**config.mk**
```make
export PLATFORM = sky130hd
export DESIGN_NAME = keyboard_cmd_queue
export DESIGN_NICKNAME = d
export VERILOG_FILES = /design/src/rtl/keyboard_pkg.sv /design/src/rtl/keyboard_cmd_queue_cmd_fifo.sv /design/src/rtl/keyboard_cmd_queue.sv
export SDC_FILE = /design/constraint.sdc
export NUM_CORES = 1
export LEC_CHECK = 0
export BUFFER_PORTS_ARGS = -buffer_cell sky130_fd_sc_hd__buf_2
export CAP_MARGIN = 25
export CORE_AREA = 2 2 77 79
export CTS_BUF_LIST = sky130_fd_sc_hd__clkbuf_8
export DETAILED_ROUTE_END_ITERATION = 7
export DIE_AREA = 0 0 79 81
export GPL_ROUTABILITY_DRIVEN = 0
export GPL_TIMING_DRIVEN = 1
export SLEW_MARGIN = 25
export SYNTH_ARGS = -nofsm -noshare
export SYNTH_HDL_FRONTEND = slang
export SYNTH_SLANG_ARGS = --single-unit
```
**constraint.sdc**
```tcl
create_clock -name clk -period 6.4 [get_ports clk]
set_input_delay 0.32 -clock clk [delete_from_list [all_inputs] [get_ports clk]]
set_output_delay 0.32 -clock clk [all_outputs]
set_load 0.03 [all_outputs]
```
**src/rtl/keyboard_pkg.sv**
```systemverilog
// Shared constants and the ASCII key decoder for the keyboard command queue.
package keyboard_pkg;

  localparam logic [1:0] DIR_UP    = 2'd0;
  localparam logic [1:0] DIR_DOWN  = 2'd1;
  localparam logic [1:0] DIR_LEFT  = 2'd2;
  localparam logic [1:0] DIR_RIGHT = 2'd3;

  localparam logic [7:0] ASCII_W_UP = 8'h57;
  localparam logic [7:0] ASCII_W_LO = 8'h77;
  localparam logic [7:0] ASCII_S_UP = 8'h53;
  localparam logic [7:0] ASCII_S_LO = 8'h73;
  localparam logic [7:0] ASCII_A_UP = 8'h41;
  localparam logic [7:0] ASCII_A_LO = 8'h61;
  localparam logic [7:0] ASCII_D_UP = 8'h44;
  localparam logic [7:0] ASCII_D_LO = 8'h64;
  localparam logic [7:0] ASCII_CR   = 8'h0D;
  localparam logic [7:0] ASCII_LF   = 8'h0A;
  localparam logic [7:0] ASCII_P_UP = 8'h50;
  localparam logic [7:0] ASCII_P_LO = 8'h70;
  localparam logic [7:0] ASCII_ESC  = 8'h1B;

  typedef struct packed {
    logic       is_dir;
    logic [1:0] dir;
    logic       is_start;
    logic       is_pause;
    logic       is_flush;
  } key_evt_t;

  // Map one received byte to at most one key event; unknown bytes map to nothing.
  function automatic key_evt_t decode_key(input logic [7:0] b);
    key_evt_t e;
    e = '0;
    case (b)
      ASCII_W_UP, ASCII_W_LO: begin e.is_dir = 1'b1; e.dir = DIR_UP;    end
      ASCII_S_UP, ASCII_S_LO: begin e.is_dir = 1'b1; e.dir = DIR_DOWN;  end
      ASCII_A_UP, ASCII_A_LO: begin e.is_dir = 1'b1; e.dir = DIR_LEFT;  end
      ASCII_D_UP, ASCII_D_LO: begin e.is_dir = 1'b1; e.dir = DIR_RIGHT; end
      ASCII_CR, ASCII_LF:     e.is_start = 1'b1;
      ASCII_P_UP, ASCII_P_LO: e.is_pause = 1'b1;
      ASCII_ESC:              e.is_flush = 1'b1;
      default:                e = '0;
    endcase
    return e;
  endfunction

endpackage

```
**src/rtl/keyboard_cmd_queue_cmd_fifo.sv**
```systemverilog
// Synchronous FIFO with separate fill count; head is presented only once stored.
module cmd_fifo #(
  parameter int WIDTH = 2,
  parameter int DEPTH = 4
) (
  input  logic                       clk_i,
  input  logic                       rst_i,
  input  logic                       push_i,
  input  logic [WIDTH-1:0]           data_i,
  input  logic                       pop_i,
  input  logic                       flush_i,
  output logic [WIDTH-1:0]           data_o,
  output logic                       full_o,
  output logic                       empty_o,
  output logic [$clog2(DEPTH+1)-1:0] count_o
);

  localparam int PW = $clog2(DEPTH);
  localparam int CW = $clog2(DEPTH+1);

  logic [WIDTH-1:0] mem_q [DEPTH];
  logic [PW-1:0]    rd_q, rd_d, wr_q, wr_d;
  logic [CW-1:0]    count_q, count_d;
  logic             pop_ok_s, push_ok_s;

  assign empty_o   = (count_q == CW'(0));
  assign full_o    = (count_q == CW'(DEPTH));
  assign count_o   = count_q;
  assign data_o    = empty_o ? '0 : mem_q[rd_q];
  assign pop_ok_s  = pop_i & ~empty_o;
  assign push_ok_s = push_i & (~full_o | pop_ok_s);

  // Next pointer/count values; flush overrides any same-cycle pop.
  always_comb begin
    rd_d    = rd_q;
    wr_d    = wr_q;
    count_d = count_q;
    if (flush_i) begin
      rd_d    = '0;
      wr_d    = '0;
      count_d = '0;
    end else begin
      if (push_ok_s) wr_d = wr_q + 1'b1;
      else           wr_d = wr_q;
      if (pop_ok_s)  rd_d = rd_q + 1'b1;
      else           rd_d = rd_q;
      case ({push_ok_s, pop_ok_s})
        2'b10:   count_d = count_q + CW'(1);
        2'b01:   count_d = count_q - CW'(1);
        default: count_d = count_q;
      endcase
    end
  end

  // Pointer and count registers.
  always_ff @(posedge clk_i) begin
    if (rst_i) begin
      rd_q    <= '0;
      wr_q    <= '0;
      count_q <= '0;
    end else begin
      rd_q    <= rd_d;
      wr_q    <= wr_d;
      count_q <= count_d;
    end
  end

  // Storage array; contents are only visible through counted entries, so no reset.
  always_ff @(posedge clk_i) begin
    if (push_ok_s && !flush_i) begin
      mem_q[wr_q] <= data_i;
    end
  end

endmodule

```
**src/rtl/keyboard_cmd_queue.sv**
```systemverilog
// Keyboard byte decoder feeding a direction turn queue, plus held direction,
// pause, start and flush control for the game FSM.
module keyboard_cmd_queue
  import keyboard_pkg::*;
#(
  parameter int DEPTH       = 4,
  parameter int HOLD_CYCLES = 25000000,
  parameter int DROP_REPEAT = 1
) (
  input  logic                       clk,
  input  logic                       rst,
  input  logic [7:0]                 uart_data,
  input  logic                       uart_valid,
  output logic [1:0]                 cmd_dir,
  output logic                       cmd_valid,
  input  logic                       cmd_ready,
  output logic [$clog2(DEPTH+1)-1:0] cmd_count,
  output logic [1:0]                 held_dir,
  output logic                       held_valid,
  output logic                       start_game,
  output logic                       paused,
  output logic                       overflow
);

  localparam int              CW        = $clog2(DEPTH+1);
  localparam int              HW        = (HOLD_CYCLES > 1) ? $clog2(HOLD_CYCLES) : 1;
  localparam logic [HW-1:0]   HOLD_LAST = HW'(HOLD_CYCLES - 1);

  key_evt_t      evt_s;
  logic          fifo_full_s, fifo_empty_s;
  logic [CW-1:0] fifo_count_s;
  logic [1:0]    head_s;
  logic          pop_s, dir_key_s, repeat_s, push_s, ovf_s;

  logic [1:0]    held_dir_q, held_dir_d, last_dir_q, last_dir_d;
  logic          held_valid_q, held_valid_d, last_valid_q, last_valid_d;
  logic          paused_q, paused_d, start_q, start_d, ovf_q, ovf_d;
  logic [HW-1:0] hold_cnt_q, hold_cnt_d;

  // Decode the byte and derive queue control for this cycle.
  always_comb begin
    if (uart_valid) evt_s = decode_key(uart_data);
    else            evt_s = '0;
    pop_s     = cmd_ready & ~fifo_empty_s;
    dir_key_s = evt_s.is_dir & ~paused_q;
    repeat_s  = (DROP_REPEAT != 0) && last_valid_q && (evt_s.dir == last_dir_q);
    push_s    = dir_key_s & ~repeat_s & (~fifo_full_s | pop_s);
    ovf_s     = dir_key_s & ~repeat_s & fifo_full_s & ~pop_s;
  end

  cmd_fifo #(.WIDTH(2), .DEPTH(DEPTH)) u_fifo (
    .clk_i   (clk),
    .rst_i   (rst),
    .push_i  (push_s),
    .data_i  (evt_s.dir),
    .pop_i   (pop_s),
    .flush_i (evt_s.is_flush),
    .data_o  (head_s),
    .full_o  (fifo_full_s),
    .empty_o (fifo_empty_s),
    .count_o (fifo_count_s)
  );

  // Next state for held direction, hold timer, dedupe tracking, pause and pulses.
  always_comb begin
    held_dir_d   = held_dir_q;
    held_valid_d = held_valid_q;
    hold_cnt_d   = hold_cnt_q;
    last_dir_d   = last_dir_q;
    last_valid_d = last_valid_q;
    paused_d     = paused_q;
    start_d      = evt_s.is_start;
    ovf_d        = ovf_s;

    if (evt_s.is_flush) begin
      held_valid_d = 1'b0;
      hold_cnt_d   = '0;
      last_valid_d = 1'b0;
    end else if (dir_key_s) begin
      held_dir_d   = evt_s.dir;
      held_valid_d = 1'b1;
      hold_cnt_d   = '0;
      if (push_s) begin
        last_dir_d   = evt_s.dir;
        last_valid_d = 1'b1;
      end else begin
        last_dir_d   = last_dir_q;
      end
    end else if ((HOLD_CYCLES > 0) && held_valid_q && !paused_q) begin
      if (hold_cnt_q == HOLD_LAST) begin
        held_valid_d = 1'b0;
        hold_cnt_d   = '0;
      end else begin
        hold_cnt_d   = hold_cnt_q + HW'(1);
      end
    end else begin
      hold_cnt_d = hold_cnt_q;
    end

    // Tracking of the last pushed entry ends when the queue drains by a pop.
    if (pop_s && !push_s && (fifo_count_s == CW'(1))) begin
      last_valid_d = 1'b0;
    end else begin
      last_valid_d = last_valid_d;
    end

    if (evt_s.is_start) begin
      paused_d = 1'b0;
    end else if (evt_s.is_pause) begin
      paused_d = ~paused_q;
    end else begin
      paused_d = paused_q;
    end
  end

  // Control state registers.
  always_ff @(posedge clk) begin
    if (rst) begin
      held_dir_q   <= 2'd0;
      held_valid_q <= 1'b0;
      hold_cnt_q   <= '0;
      last_dir_q   <= 2'd0;
      last_valid_q <= 1'b0;
      paused_q     <= 1'b0;
      start_q      <= 1'b0;
      ovf_q        <= 1'b0;
    end else begin
      held_dir_q   <= held_dir_d;
      held_valid_q <= held_valid_d;
      hold_cnt_q   <= hold_cnt_d;
      last_dir_q   <= last_dir_d;
      last_valid_q <= last_valid_d;
      paused_q     <= paused_d;
      start_q      <= start_d;
      ovf_q        <= ovf_d;
    end
  end

  assign cmd_dir    = head_s;
  assign cmd_valid  = ~fifo_empty_s;
  assign cmd_count  = fifo_count_s;
  assign held_dir   = held_dir_q;
  assign held_valid = held_valid_q;
  assign start_game = start_q;
  assign paused     = paused_q;
  assign overflow   = ovf_q;

endmodule

```
==> metrics <==
run status=completed; critical setup path kind=primary input to flip-flop; Worst Max-Slew Pin Slew=901.4 ps; WL per Instance=12.20 um; CTS-repair resized insts=0; hold buffer count at CTS=0; Setup WS post-layout=3846 ps; share of cells above drive strength 1=0.1517; Cells after Synth=263; TritonCTS buffer count=5; unrepaired setup endpoints after global routing=no; Post-Route WL=4454 um; clock latency on the worst-skew pair=300 ps; Fin. Hold Viols=0; Synth area leader=dfxtp_1; Vias/cell=5.066; P&R area growth vs syn=12.69%; Fill cells=555; Cell variety after synth=44; CTS sink cnt=51; vias in the first global route=1,708; Slowest-stage cell, CP=a211oi_4; min-delay worst type=primary input to flip-flop; GRT overflow=0; WHS=297.2 ps; # H-tree levels=2; IO buf count=23; DR pass1 iterations=4; Final Max Slew Viols=0; Final min period=2554 ps; Mapped Nets=285; clock skew=3.140 ps; sequential-to-total area share from yosys stat=0.4396; Yosys warning count=0; post-CTS setup buffer count=0; Power per Cell Area=268.5 nW/um^2; end-of-flow core utilization=0.4974; most frequent cell after synthesis=nor2_1; ys flop type=dfxtp_1; initial drt markers=83; layout net count=311; top post-synthesis cells by count=nor2_1 (45), dfxtp_1 (43), nand2_1 (23), xnor2_1 (22); worst path cell trace=buf_2, nand4bb_4, nor4_4, mux2i_1, a211oi_4, inv_2, ha_1, or3_1, a21oi_1; Period Utilization, post-route=0.3990; Worst Path Arrival=2790 ps; Die W=79 um; Placed Cells=357; Setup WS pre-CTS=3531 ps; Rel. slew slack=0.3974; Post-synth EDFFs=8; number of max-cap violations=0; CTS root buffer=clkbuf_8; Fmax=0.3916 GHz; CP required=6640 ps; Critical Path Source Type=primary input; ant diodes=0; antenna-violating nets left=0; Total Die Area=6399 um^2; Async SR Flop Fraction=0; post-synth top area share=0.3437; static leakage=1.003 nW; Core Region=5675 um^2; critical path peak fanout=8; starting density of the core=0.4414; syn_area_per_cell=9.524 um^2; I/O pin total=24; Critical Path Max Stage Delay=440 ps; Post-DP HPWL=3264 um; largest net degree at the start of global routing=25; via count=1,849; Die Y=81 um; TNS Setup=0 ps; Layout Cells excl Fill=365; CTS tree=yes; Site Rows=28; Sequential Area=1101 um^2; worst IR drop on VDD=0.0001367 V; Syn Std Cell Area=2505 um^2; Synth area leaders=dfxtp_1 (34%), edfxtp_1 (9.6%), xnor2_1 (7.7%); Setup violations, final=0; drt drc=0; GR Util All Layers=0.1486; initial antenna violation count=0; global-route wire length before repair=7479 um; Seq cells post-synth=51; Worst-path clk slew=90 ps; area of the multi-input gates=1354 um^2; CP Capture Type=flip-flop; Clock Path Buffers=2
state kept, by name, summed over array words and instances, names as in the netlist, 2 cells and up, named ones only:
register,flops
u_fifo.count_o,3
held_dir,2
last_dir_q,2
u_fifo.mem_q,8
u_fifo.wr_q,2
u_fifo.rd_q,2
hold_cnt_q,25
layout by cell type (no fill, tap or decap), types with 2 or more instances in the layout:
cell type	count
and3_1	5
inv_1	7
xnor2_1	22
and4b_1	2
nor2_1	45
and2_2	4
nand2_1	23
nor3_1	11
edfxtp_1	8
bufinv_16	2
nand3_1	11
clkbuf_8	5
nor4_1	8
nand2b_1	3
buf_2	23
mux4_2	2
nor2b_1	3
xor2_1	10
dfxtp_1	43
a21oi_1	5
nand4_1	6
ha_1	10
mux2i_1	7
and2_1	4
or4_1	2
critical path: cells and delay by family:
| kind | cells | cell delay (ps) |
|---|---|---|
| buffers and inverters | 2 | 220 |
| and+or+nand+nor | 3 | 1070 |
| adders and majority gates | 1 | 380 |
| muxes | 1 | 210 |
| AOI/OAI and AO/OA | 2 | 590 |
routing by layer:
metal / global-route usage / routed length, um
met2: 0.2559 / 2199
met3: 0.03000 / 101
met1: 0.1841 / 2090
met4: 0.05690 / 62
met5: 0 / 0
stage by stage:
| step | area (um^2) | total power [mW] |
|---|---|---|
| 2_1_floorplan | 2505 | 0.4648 |
| 3_3_place_gp | 2690 | 0.5047 |
| 3_5_place_dp | 2690 | 0.5048 |
| 4_1_cts | 2823 | 0.7644 |
| 5_1_grt | 2823 | 0.7931 |
| 6_report | 2823 | 0.7580 |
where the power goes:
group	total, mW	internal (mW)	switching (mW)	leakage (nW)
logic	0.149	0.0535	0.0957	0.530
clock network	0.262	0.155	0.107	0.0695
registers	0.347	0.336	0.0107	0.404
total	0.758	0.544	0.214	1.00
kinds of logic after synthesis:
group,count (synthesis),share of synthesized area
DFF,51,0.4396
muxes,11,0.05644
xor gates and xnor gates,32,0.1119
AOI/OAI and AO/OA,14,0.04296
buffers and inverters,11,0.01997
and+or+nand+nor,134,0.2792
adders and majority gates,10,0.04995
final timing paths:
kind | from | to | slack (ps) | cells after the start
worst max-delay path | uart_data[7] | u_fifo.count_o[2] | 3850 | 9
worst min-delay path | uart_data[4] | start_game | 300 | 2
worst max register to register | paused | hold_cnt_q[24] | 4010 | 5
worst min register to register | last_valid_q | last_valid_q | 500 | 2
area by class of cell:
type	count	area share
multi-input cells	201	0.4796
repair buffers	23	0.04078
well taps	75	0.03324
inverters	7	0.009309
clock inverters	3	0.02261
clock buffers	5	0.02438
flip-flops and latches	51	0.3901
Note: power is estimated with default switching activity, not from simulation.
